==> config.mk <==
export PLATFORM = sky130hd
export DESIGN_NAME = axi_dw_r_gatherer
export DESIGN_NICKNAME = d
export VERILOG_FILES = /design/src/rtl/axi_dw_r_gatherer.sv
export SDC_FILE = /design/constraint.sdc
export NUM_CORES = 1
export LEC_CHECK = 0
export BUFFER_PORTS_ARGS = -buffer_cell sky130_fd_sc_hd__buf_2
export CORE_MARGIN = 3
export CORE_UTILIZATION = 49
export DETAILED_ROUTE_END_ITERATION = 10
export PLACE_DENSITY = 0.79
export SYNTH_ARGS = -nofsm -noshare
export SYNTH_HDL_FRONTEND = slang
export SYNTH_SLANG_ARGS = --single-unit
==> constraint.sdc <==
create_clock -name clk_i -period 2.9 [get_ports clk_i]
set_input_delay 0.435 -clock clk_i [delete_from_list [all_inputs] [get_ports clk_i]]
set_output_delay 0.435 -clock clk_i [all_outputs]
set_load 0.03 [all_outputs]
==> src/rtl/axi_dw_r_gatherer.sv <==
// rtl/axi_dw_r_gatherer.sv - packs narrow R beats into wide R beats for the downsizer read path
// One burst command at a time; lane/count follow the command, never nr_last_i.
module axi_dw_r_gatherer #(
  parameter int unsigned NarrowDataWidth = 32,
  parameter int unsigned WideDataWidth   = 64,
  parameter int unsigned IdWidth         = 4,
  parameter int unsigned UserWidth       = 1,
  parameter int unsigned Ratio           = WideDataWidth / NarrowDataWidth,
  parameter int unsigned LaneW           = (Ratio > 1) ? $clog2(Ratio) : 1
) (
  input  logic                       clk_i,
  input  logic                       rst_i,
  input  logic                       cmd_valid_i,
  output logic                       cmd_ready_o,
  input  logic [IdWidth-1:0]         cmd_id_i,
  input  logic [LaneW-1:0]           cmd_lane_i,
  input  logic [7:0]                 cmd_beats_i,
  input  logic                       nr_valid_i,
  output logic                       nr_ready_o,
  input  logic [NarrowDataWidth-1:0] nr_data_i,
  input  logic [1:0]                 nr_resp_i,
  input  logic                       nr_last_i,
  input  logic [UserWidth-1:0]       nr_user_i,
  output logic                       wr_valid_o,
  input  logic                       wr_ready_i,
  output logic [WideDataWidth-1:0]   wr_data_o,
  output logic [1:0]                 wr_resp_o,
  output logic                       wr_last_o,
  output logic [IdWidth-1:0]         wr_id_o,
  output logic [UserWidth-1:0]       wr_user_o,
  output logic                       proto_err_o
);

  localparam logic [LaneW-1:0] LastLane = LaneW'(Ratio - 1);

  typedef enum logic [1:0] {
    IDLE,
    GATHER,
    EMIT
  } state_e;

  state_e                     state_q, state_d;
  logic [WideDataWidth-1:0]   buf_q;
  logic [LaneW-1:0]           lane_q;
  logic [7:0]                 cnt_q;
  logic [1:0]                 resp_q;
  logic [UserWidth-1:0]       user_q;
  logic [IdWidth-1:0]         id_q;
  logic                       last_q;
  logic                       seen_q;
  logic                       proto_err_q;

  logic                       cmd_hs;
  logic                       nr_hs;
  logic                       wr_hs;
  logic                       beat_done;
  logic [1:0]                 resp_merged;

  assign cmd_hs    = cmd_valid_i & cmd_ready_o;
  assign nr_hs     = nr_valid_i & nr_ready_o;
  assign wr_hs     = wr_valid_o & wr_ready_i;
  assign beat_done = (lane_q == LastLane) || (cnt_q == 8'd0);

  always_ff @(posedge clk_i or posedge rst_i) begin
    if (rst_i) begin
      state_q <= IDLE;
    end else begin
      state_q <= state_d;
    end
  end

  // cmd_ready is gated by reset because IDLE is also the reset state.
  always_comb begin
    state_d     = state_q;
    cmd_ready_o = 1'b0;
    nr_ready_o  = 1'b0;
    wr_valid_o  = 1'b0;
    case (state_q)
      IDLE: begin
        cmd_ready_o = ~rst_i;
        if (cmd_valid_i && !rst_i) begin
          state_d = GATHER;
        end
      end
      GATHER: begin
        nr_ready_o = 1'b1;
        if (nr_valid_i && beat_done) begin
          state_d = EMIT;
        end
      end
      EMIT: begin
        wr_valid_o = 1'b1;
        if (wr_ready_i) begin
          state_d = last_q ? IDLE : GATHER;
        end
      end
      default: state_d = IDLE;
    endcase
  end

  // An error response sticks; otherwise EXOKAY survives only if every beat is EXOKAY.
  always_comb begin
    resp_merged = resp_q;
    if (!resp_q[1]) begin
      if (nr_resp_i[1] || !seen_q) begin
        resp_merged = nr_resp_i;
      end else begin
        resp_merged = {1'b0, resp_q[0] & nr_resp_i[0]};
      end
    end
  end

  always_ff @(posedge clk_i or posedge rst_i) begin
    if (rst_i) begin
      buf_q       <= '0;
      lane_q      <= '0;
      cnt_q       <= '0;
      resp_q      <= '0;
      user_q      <= '0;
      id_q        <= '0;
      last_q      <= 1'b0;
      seen_q      <= 1'b0;
      proto_err_q <= 1'b0;
    end else begin
      proto_err_q <= 1'b0;
      case (state_q)
        IDLE: begin
          if (cmd_hs) begin
            id_q   <= cmd_id_i;
            lane_q <= cmd_lane_i;
            cnt_q  <= cmd_beats_i;
            buf_q  <= '0;
            resp_q <= '0;
            user_q <= '0;
            seen_q <= 1'b0;
            last_q <= 1'b0;
          end
        end
        GATHER: begin
          if (nr_hs) begin
            buf_q[lane_q*NarrowDataWidth +: NarrowDataWidth] <= nr_data_i;
            resp_q      <= resp_merged;
            user_q      <= nr_user_i;
            seen_q      <= 1'b1;
            proto_err_q <= nr_last_i != (cnt_q == 8'd0);
            if (beat_done) begin
              last_q <= (cnt_q == 8'd0);
            end else begin
              lane_q <= lane_q + LaneW'(1);
              cnt_q  <= cnt_q - 8'd1;
            end
          end
        end
        EMIT: begin
          if (wr_hs && !last_q) begin
            buf_q  <= '0;
            resp_q <= '0;
            user_q <= '0;
            seen_q <= 1'b0;
            lane_q <= '0;
            cnt_q  <= cnt_q - 8'd1;
          end
        end
        default: ;
      endcase
    end
  end

  assign wr_data_o   = buf_q;
  assign wr_resp_o   = resp_q;
  assign wr_last_o   = last_q;
  assign wr_id_o     = id_q;
  assign wr_user_o   = user_q;
  assign proto_err_o = proto_err_q;

endmodule
Yosys cells after proc, flatten, opt, wreduce, memory -nomap -nowiden
Cells that the tools add are included.
{"block": "word_totals", "ff_bits": 85, "input_bits": 54, "wordCells": 90, "out_inout_bits": 76}
{"block": "op_classes", "n_mux": 39, "eq_ne": 12, "n_bitwise": 5, "n_reduce_logical": 18, "n_shift": 2, "addsub": 3}
{"op": "$mux W64", "n": 3}
{"op": "$pmux W64 S3", "n": 1}
{"op": "$bwmux W64", "n": 1}
{"op": "$shift A32 B34 Y64 const A", "n": 1}
{"op": "$shiftx A32 B34 Y64", "n": 1}
{"op": "$neg A6 Y34", "n": 1}
{"op": "$mux W8", "n": 4}
{"op": "$pmux W8 S3", "n": 1}
{"op": "$ne A2 B2 Y1 const B", "n": 9}
{"op": "$mux W2", "n": 8}
{"op": "$mux W1", "n": 15}
{"op": "$pmux W2 S3", "n": 2}
{"op": "$reduce_and A5 Y1", "n": 2}
{"op": "$pmux W1 S3", "n": 3}
{"op": "$logic_not A8 Y1", "n": 1}
{"op": "$reduce_and A4 Y1", "n": 2}
{"op": "$sub A8 B1 Y8 const B", "n": 1}
{"op": "$and A1 B1 Y1", "n": 4}
{"op": "$logic_and A1 B1 Y1", "n": 3}
{"op": "$logic_not A1 Y1", "n": 3}
{"op": "$reduce_and A3 Y1", "n": 1}
{"op": "$reduce_bool A3 Y1", "n": 1}
{"op": "$eq A2 B1 Y1 const B", "n": 1}
{"op": "$eq A2 B2 Y1 const B", "n": 1}
{"op": "8 further kinds", "n": 9}

Depth between registers and ports, before layout
Gate-level depths: netlist of the first run.
{"block": "depth", "word_depth": 6, "ltp_mapped": 8}

Worst setup path before layout of the first run
Ideal clock, no wire load.
{"block": "synth_timing", "kind": "reg2reg", "from": "register state_q[1]", "to": "register cnt_q[6]", "required_ps": 2806, "arrival_time_ps": 1826, "stages_incl_launch_ff": 8, "n_path_buf": 1, "slack_ps": 980, "setup_time_ps": 94, "path_cell_list": "dfrtp_1 -> inv_1 -> ha_1 -> nor4bb_1 -> a21boi_2 -> and3_1 -> buf_6 -> a221oi_2"}
{"block": "synth_via", "word_cells_on_any_way": 17, "classes_between": "eq/ne: 6; mux: 4; bitwise: 3; reduce/logical: 4"}
{"item": "from (decl)", "line_no": "42", "text": "state_e state_q, state_d;"}
{"item": "from (signal assigned)", "line_no": "68", "text": "state_q <= state_d;"}
{"item": "$eq A2 B1 Y1", "line_no": "78", "text": "case (state_q)"}
{"item": "$mux W1", "line_no": "78"}
{"item": "via nr_ready_o", "line_no": "19", "text": "output logic nr_ready_o,"}
{"item": "$and A1 B1 Y1", "line_no": "60", "text": "assign nr_hs = nr_valid_i & nr_ready_o;"}
{"item": "$ne A2 B2 Y1 (no line)"}
{"item": "$reduce_and A5 Y1 (no line)"}
{"item": "to (signal assigned)", "line_no": "131", "text": "cnt_q <= cmd_beats_i;"}
{"item": "to (signal assigned)", "line_no": "150", "text": "cnt_q <= cnt_q - 8'd1;"}
{"item": "to (signal assigned)", "line_no": "161", "text": "cnt_q <= cnt_q - 8'd1;"}
{"item": "to (decl)", "line_no": "45", "text": "logic [7:0] cnt_q;"}
The timed path passes the listed nets, and every way through them passes these cells.
A chain may end at the register's enable or synchronous reset.

Worst setup path in the final report of the first run
{"block": "layout_timing", "from": "register state_q[1]", "to": "register cnt_q[6]"}
{"block": "layout_via", "elab_chain_len": 6, "word_cells_on_any_way": 17, "classes_between": "eq/ne: 6; mux: 4; bitwise: 3; reduce/logical: 4"}
{"item": "$eq A2 B2 Y1", "line_no": "78, 126"}
{"item": "$mux W1", "line_no": "78"}
{"item": "$and A1 B1 Y1", "line_no": "61", "text": "assign wr_hs = wr_valid_o & wr_ready_i;"}
{"item": "$logic_and A1 B1 Y1", "line_no": "155", "text": "if (wr_hs && !last_q) begin"}
{"item": "$ne A2 B2 Y1 (no line)"}
{"item": "$reduce_and A5 Y1 (no line)"}
Several ways; a longest one is shown, not always the timed one.

==> results of run 1 <==
[per-stage QoR]
step	hold WS [ps]	utilization	instance area (um2)
CTS	186	0.651	4540
global placement	484	0.625	4360
detailed placement	485	0.625	4360
global route	214	0.651	4540
finish	173	0.651	4540
floorplan	480	-	3610
[worst max-delay path, cell delays in order, from the launching register on]
cell	delay (ps)
dfrtp_1	410
inv_1	100
ha_1	440
nand2_1	310
a21boi_2	300
and3_1	290
a221oi_2	250
[final timing paths]
path                                 end
hold reg to reg            wr_data_o[23]
min in group clk_i         wr_data_o[47]
hold / removal                wr_id_o[3]
setup / recovery                cnt_q[6]
setup reg to reg                cnt_q[6]
max in group asynchronous       cnt_q[7]
[report_power, final]
part	internal (mW)	switching, mW	total (mW)
combinational	1.18	2.32	3.50
clock	0.323	0.451	0.775
sequential	1.74	0.369	2.10
[synth_stat cells (2+ instances only)]
library cell	n	area, um2
or2_2	2	12.5
buf_6	2	22.5
and3_1	4	25.0
inv_1	10	37.5
nand2b_1	5	31.3
dfrtp_1	85	2130
buf_2	15	75.1
clkbuf_1	3	11.3
nand4_1	6	37.5
nor4_1	3	18.8
a31oi_1	2	12.5
o2bb2ai_1	3	26.3
a22o_1	65	569
nor3_1	2	10.0
a21o_1	2	15.0
mux2_2	6	67.6
nor3_2	2	20.0
o21ai_0	5	25.0
ha_1	6	75.1
nand2_1	8	30.0
nor2b_1	4	25.0
a41oi_1	3	26.3
nand3_1	5	25.0
mux2i_1	3	30.0
a21oi_1	6	30.0
nor2_1	8	30.0
o211ai_1	3	22.5
[logic make-up after synthesis]
family          count (synthesis)
fa+ha+maj                       6
flops                          85
xor+xnor                        1
buf+inv                        30
compound gates                100
simple gates                   54
mux                            10
[cell type report]
class | instances | area, um2 | area share
multi-input cells | 171 | 1350 | 0.298
clock buffers | 9 | 124 | 0.0273
flip-flops and latches | 85 | 2130 | 0.468
well taps | 96 | 120 | 0.0264
clock inverters | 7 | 57.6 | 0.0127
inverters | 10 | 38.8 | 0.00854
repair buffers | 136 | 723 | 0.159
[flip-flops by register name, summed over array words and instances, names as in the netlist]
name and cells:
wr_data_o 64, cnt_q 8, wr_id_o 4, state_q 2, wr_resp_o 2, lane_q 1, proto_err_o 1, seen_q 1
wr_last_o 1, wr_user_o 1
[per-layer routing]
layer  routed length, um  track usage
met4                 177       0.0780
met3                 545       0.0427
met2                4430        0.345
met1                3970        0.322
met5                   0            0
==> metrics.cfg, run 1 <==
[clock_tree]
cts_buffers = 9
cts_resized = 0
ctsRootBufferMaster = clkbuf_8
cts_buffer_depth = 2
ctsHoldBuffers = 0
clk-insertion-delay-late_ps = 350
path_clk_slew_ps = 90
cts.htree.levels = 3
cts_tree = built
post_cts_buffers = 0
clock_sinks = 85

[floorplanning]
die_h_um = 91.9
core_um2 = 6980
fp.dieArea_um2 = 8440
core.rowCount = 30
die_x_um = 91.9
io_pins = 130
start_util = 0.518

[timing]
slew_viol_final = 0
fin_skew_ps = 7.80
tightest_slew_ps = 661
setup_ws_ps = 711
finalSetupViolCount = 0
clock.fmax_mhz = 457
finalSetupTns_ps = 0
slew_headroom = 0.559
fin_crit_ps = 2190
rsz0062_at_grt = false
hold_viol = 0
fin_crit_sh = 0.755

[logic_synthesis]
ys_seq_area_frac = 0.588
synthAdderAreaFrac = 0.0208
synth_compound_area_frac = 0.229
ys_warn_count = 0
syn_avg_cell_area_um2 = 12.6
async_reset_ff_frac = 1.00
syn_inst = 286
yosysUniqueCellTypes = 45
synth-seq-cells = 85
synth_edf_count = 0
synth_top_family_by_area = compound AO/OA/AOI/OAI gates
synth_fp_nets = 346
syn_area_um2 = 3610
yosys.area_share.xor_xnor = 0.00242
synth_ff_type = dfrtp_1
synth.mux.area_fraction = 0.0301
synthSimpleGateAreaFrac = 0.0883

[final_layout]
num-fill-cells = 579
mostFrequentLayoutCells = buf_2, dfrtp_1, a22o_1
syn_to_final_growth_pct = 25.7
final_nets = 473
drive_gt1_frac = 0.400
stdcell_count = 514
num_antenna_cells = 0
layout_commonest_cell = buf_2

[critical_path]
cp.required_ps = 3150
r2r_cells = 6
r2r_setup_slack_ps = 710
r2r_start = state_q[1]
crit_start = state_q[1]
critPathArrivalTime_ps = 2440
end_kind = flop
cp_max_fo = 14
path_class = reg2reg
cp-start-kind = flop

[drt]
vias = 2978
ant_nets = 0
viasPerCell = 5.79
drtIter0Drc = 150
firstDrtPassIters = 5
drcViolationCount = 0
wire_per_inst_um = 17.7
routed_wl_mm = 9.12

[placement]
dp_worst_setup_slack_ps = 749
placed_cells = 498
hpwl_mm = 6.52
gp_congestion = 0.853
io_buffers = 129

[grt]
grt_pass1_vias = 2910
grt_max_degree = 48
grt_usage = 0.225
grt_pass1_wl_mm = 15.2
gr-total-overflow = 0
antenna_found_initial = 0

[worst_hold_path]
hp-class = in2async

[power_and_ir_drop]
p_total_mw = 6.38
cellLeakagePower_nw = 2.42
power.density_nw_per_um2 = 1400
ir_worst_vdd_mv = 0.638

[job]
max-cap-violations = 0

[run_status]
status = complete, no violations

Power figures use the tool's default switching activity.
==> run 2, diff against run 1 <==
ABC_AREA = 1   (was default)
CORE_UTILIZATION = 50   (was 49)
PLACE_DENSITY = 0.8   (was 0.79)
clock period = 2.1 ns   (was 2.9 ns; I/O delays follow)
==> metrics.cfg, run 2 <==
[run_status]
status = complete, no violations

[timing]
tightest_slew_ps = 1080  ; +419 ps
slew_viol_final = 0  ; unchanged
finalSetupViolCount = 0  ; unchanged
clock.fmax_mhz = 522  ; +14%
setup_ws_ps = 183  ; -528 ps
fin_skew_ps = 9.26  ; +1.46 ps
hold_viol = 0  ; unchanged
fin_crit_ps = 1920  ; -272 ps
fin_crit_sh = 0.913  ; +0.158
slew_headroom = 0.280  ; -0.279
rsz0062_at_grt = false

[grt]
grt_usage = 0.208  ; -0.0169
gr-total-overflow = 0  ; unchanged
grt_pass1_vias = 3065  ; +5.3%
grt_max_degree = 86  ; +79%
antenna_found_initial = 0  ; unchanged
grt_pass1_wl_mm = 14.3  ; -5.9%

[power_and_ir_drop]
cellLeakagePower_nw = 2.71  ; +12%
ir_worst_vdd_mv = 0.686  ; +7.5%
power.density_nw_per_um2 = 1760  ; +26%

[clock_tree]
ctsRootBufferMaster = clkbuf_8
clk-insertion-delay-late_ps = 350  ; about the same
ctsHoldBuffers = 0  ; unchanged
clock_sinks = 85  ; unchanged
path_clk_slew_ps = 90  ; about the same
cts_tree = built
cts.htree.levels = 3  ; unchanged
post_cts_buffers = 0  ; unchanged
cts_buffers = 9  ; unchanged
cts_buffer_depth = 2  ; unchanged
cts_resized = 0  ; unchanged

[critical_path]
critPathArrivalTime_ps = 2150  ; -290 ps
cp_max_fo = 32  ; +18
path_class = reg2reg
crit_family = simple AND/OR/NAND/NOR gates
slowest_stage = dfrtp_1
r2r_setup_slack_ps = 180  ; -530 ps
slowest_delay_ps = 390  ; -50 ps
cp-start-kind = flop
cp.required_ps = 2340  ; -810 ps
end_kind = flop
crit_buf_inv = 2  ; +1
crit_chain = inv_1, ha_1, nand2_1, nand2_1, nor2_1, nand2_4, clkinv_4, nand2_4, nand2_1, o21ai_1
cp_common_cell = nand2_1

[final_layout]
final_nets = 612  ; +29%
design_area_um2 = 4730  ; +4.2%
final_util = 0.646  ; -0.00522
num-fill-cells = 624  ; +7.8%
largest_reg_flops = 64  ; unchanged
num_antenna_cells = 0  ; unchanged
mostFrequentLayoutCells = nand2_1, buf_2, dfrtp_1
layout_commonest_cell = nand2_1
multiInputGateArea_um2 = 1370  ; +1.5%
drive_gt1_frac = 0.334  ; -0.0656
seq_area_um2 = 2130  ; unchanged
syn_to_final_growth_pct = 24.4

[logic_synthesis]
syn_area_um2 = 3810  ; +5.3%
syn_inst = 421  ; +47%
async_reset_ff_frac = 1.00  ; unchanged
yosys.area.top_type = dfrtp_1
ys_top_cells_by_area = dfrtp_1, nand2_1, inv_1
synth.most_common_cell = nand2_1
ys_warn_count = 0  ; unchanged
synth_fp_nets = 481  ; +39%
yosysUniqueCellTypes = 29  ; -36%
yosys-top-cells-count = nand2_1, dfrtp_1, inv_1
synth-seq-cells = 85  ; unchanged
syn_avg_cell_area_um2 = 9.04  ; -28%
synth_edf_count = 0  ; unchanged
synth_ff_type = dfrtp_1
synth_top_area_frac = 0.559  ; -0.0296
ys_seq_area_frac = 0.559  ; -0.0296

[drt]
routed_wl_mm = 8.79  ; -3.6%
wire_per_inst_um = 13.4  ; -24%
drcViolationCount = 0  ; unchanged
vias = 3219  ; +8.1%
viasPerCell = 4.91  ; -15%
drtIter0Drc = 110  ; -27%
firstDrtPassIters = 4  ; -1
ant_nets = 0  ; unchanged

[worst_hold_path]
hp-class = in2reg

[placement]
hpwl_mm = 6.34  ; -2.7%
gp_congestion = 0.813  ; -4.7%
io_buffers = 129  ; unchanged
placed_cell_area_um2 = 4510  ; +3.4%
dp_worst_setup_slack_ps = 191  ; -558 ps

[floorplanning]
io_pins = 130  ; unchanged
core_um2 = 7330  ; +5.0%
fp.dieArea_um2 = 8700  ; +3.0%
start_util = 0.519  ; +0.00146
core.rowCount = 31  ; +3.3%
die_x_um = 93.3  ; +1.5%
die_h_um = 93.3  ; +1.5%

[job]
max-cap-violations = 0  ; unchanged

## run 2: kinds of logic (layout without fill, tap and decap cells)
family / count (synthesis) / in the layout / synth area share
AOI/OAI and AO/OA: 74 / 74 / 0.119
adders and majority gates: 6 / 6 / 0.0197
buffers and inverters: 65 / 201 / 0.0809
DFF: 85 / 85 / 0.559
muxes: 4 / 4 / 0.0118
and+or+nand+nor: 187 / 187 / 0.210
## run 2: where the power goes
group,internal [mW],total [mW],switching (mW)
logic,1.23,4.33,3.11
clock network,0.681,1.28,0.595
registers,2.33,2.74,0.417
## run 2: worst paths after layout
| kind | from | endpoint | depth (start not counted) |
|---|---|---|---|
| hold / removal | nr_data_i[3] | wr_data_o[3] | 3 |
| setup reg to reg | state_q[0] | wr_data_o[45] | 10 |
| hold reg to reg | wr_data_o[0] | wr_data_o[0] | 2 |
| min in group asynchronous | rst_i | seen_q | 3 |
| setup / recovery | state_q[0] | wr_data_o[45] | 10 |
| max in group asynchronous | rst_i | wr_data_o[0] | 3 |
## run 2: final cells by class
class / instances / area share
Multi-Input combinational cell: 271 / 0.290
Tap cell: 99 / 0.0262
Clock buffer: 10 / 0.0270
Inverter: 52 / 0.0447
Sequential cell: 85 / 0.449
Timing Repair Buffer: 133 / 0.143
Clock inverter: 6 / 0.0198
## run 2: layer usage
layer / wire length (um) / GRT usage / vias to the layer above / part of all wire
met4: 220 / 0.0916 / 0 / 0.025
li1: - / - / 1593 / -
met1: 3860 / 0.271 / 1511 / 0.44
met2: 4240 / 0.342 / 100 / 0.48
met3: 464 / 0.0346 / 15 / 0.053
met5: 0 / 0 / - / 0
## run 2: worst min-delay path, stage by stage
cell and delay (ps):
buf_2 100, nand2_1 50, nand2_1 40
## run 2: metrics by stage
stage               instances  setup TNS [ps]  hold WS, ps  total power [mW]
floorplan                 421          -29070          425              6.03
global placement          640               0          460              7.00
detailed placement        640               0          464              7.13
CTS                       656               0          181              8.42
global route              656               0          188              8.95
finish                    656               0          195              8.35
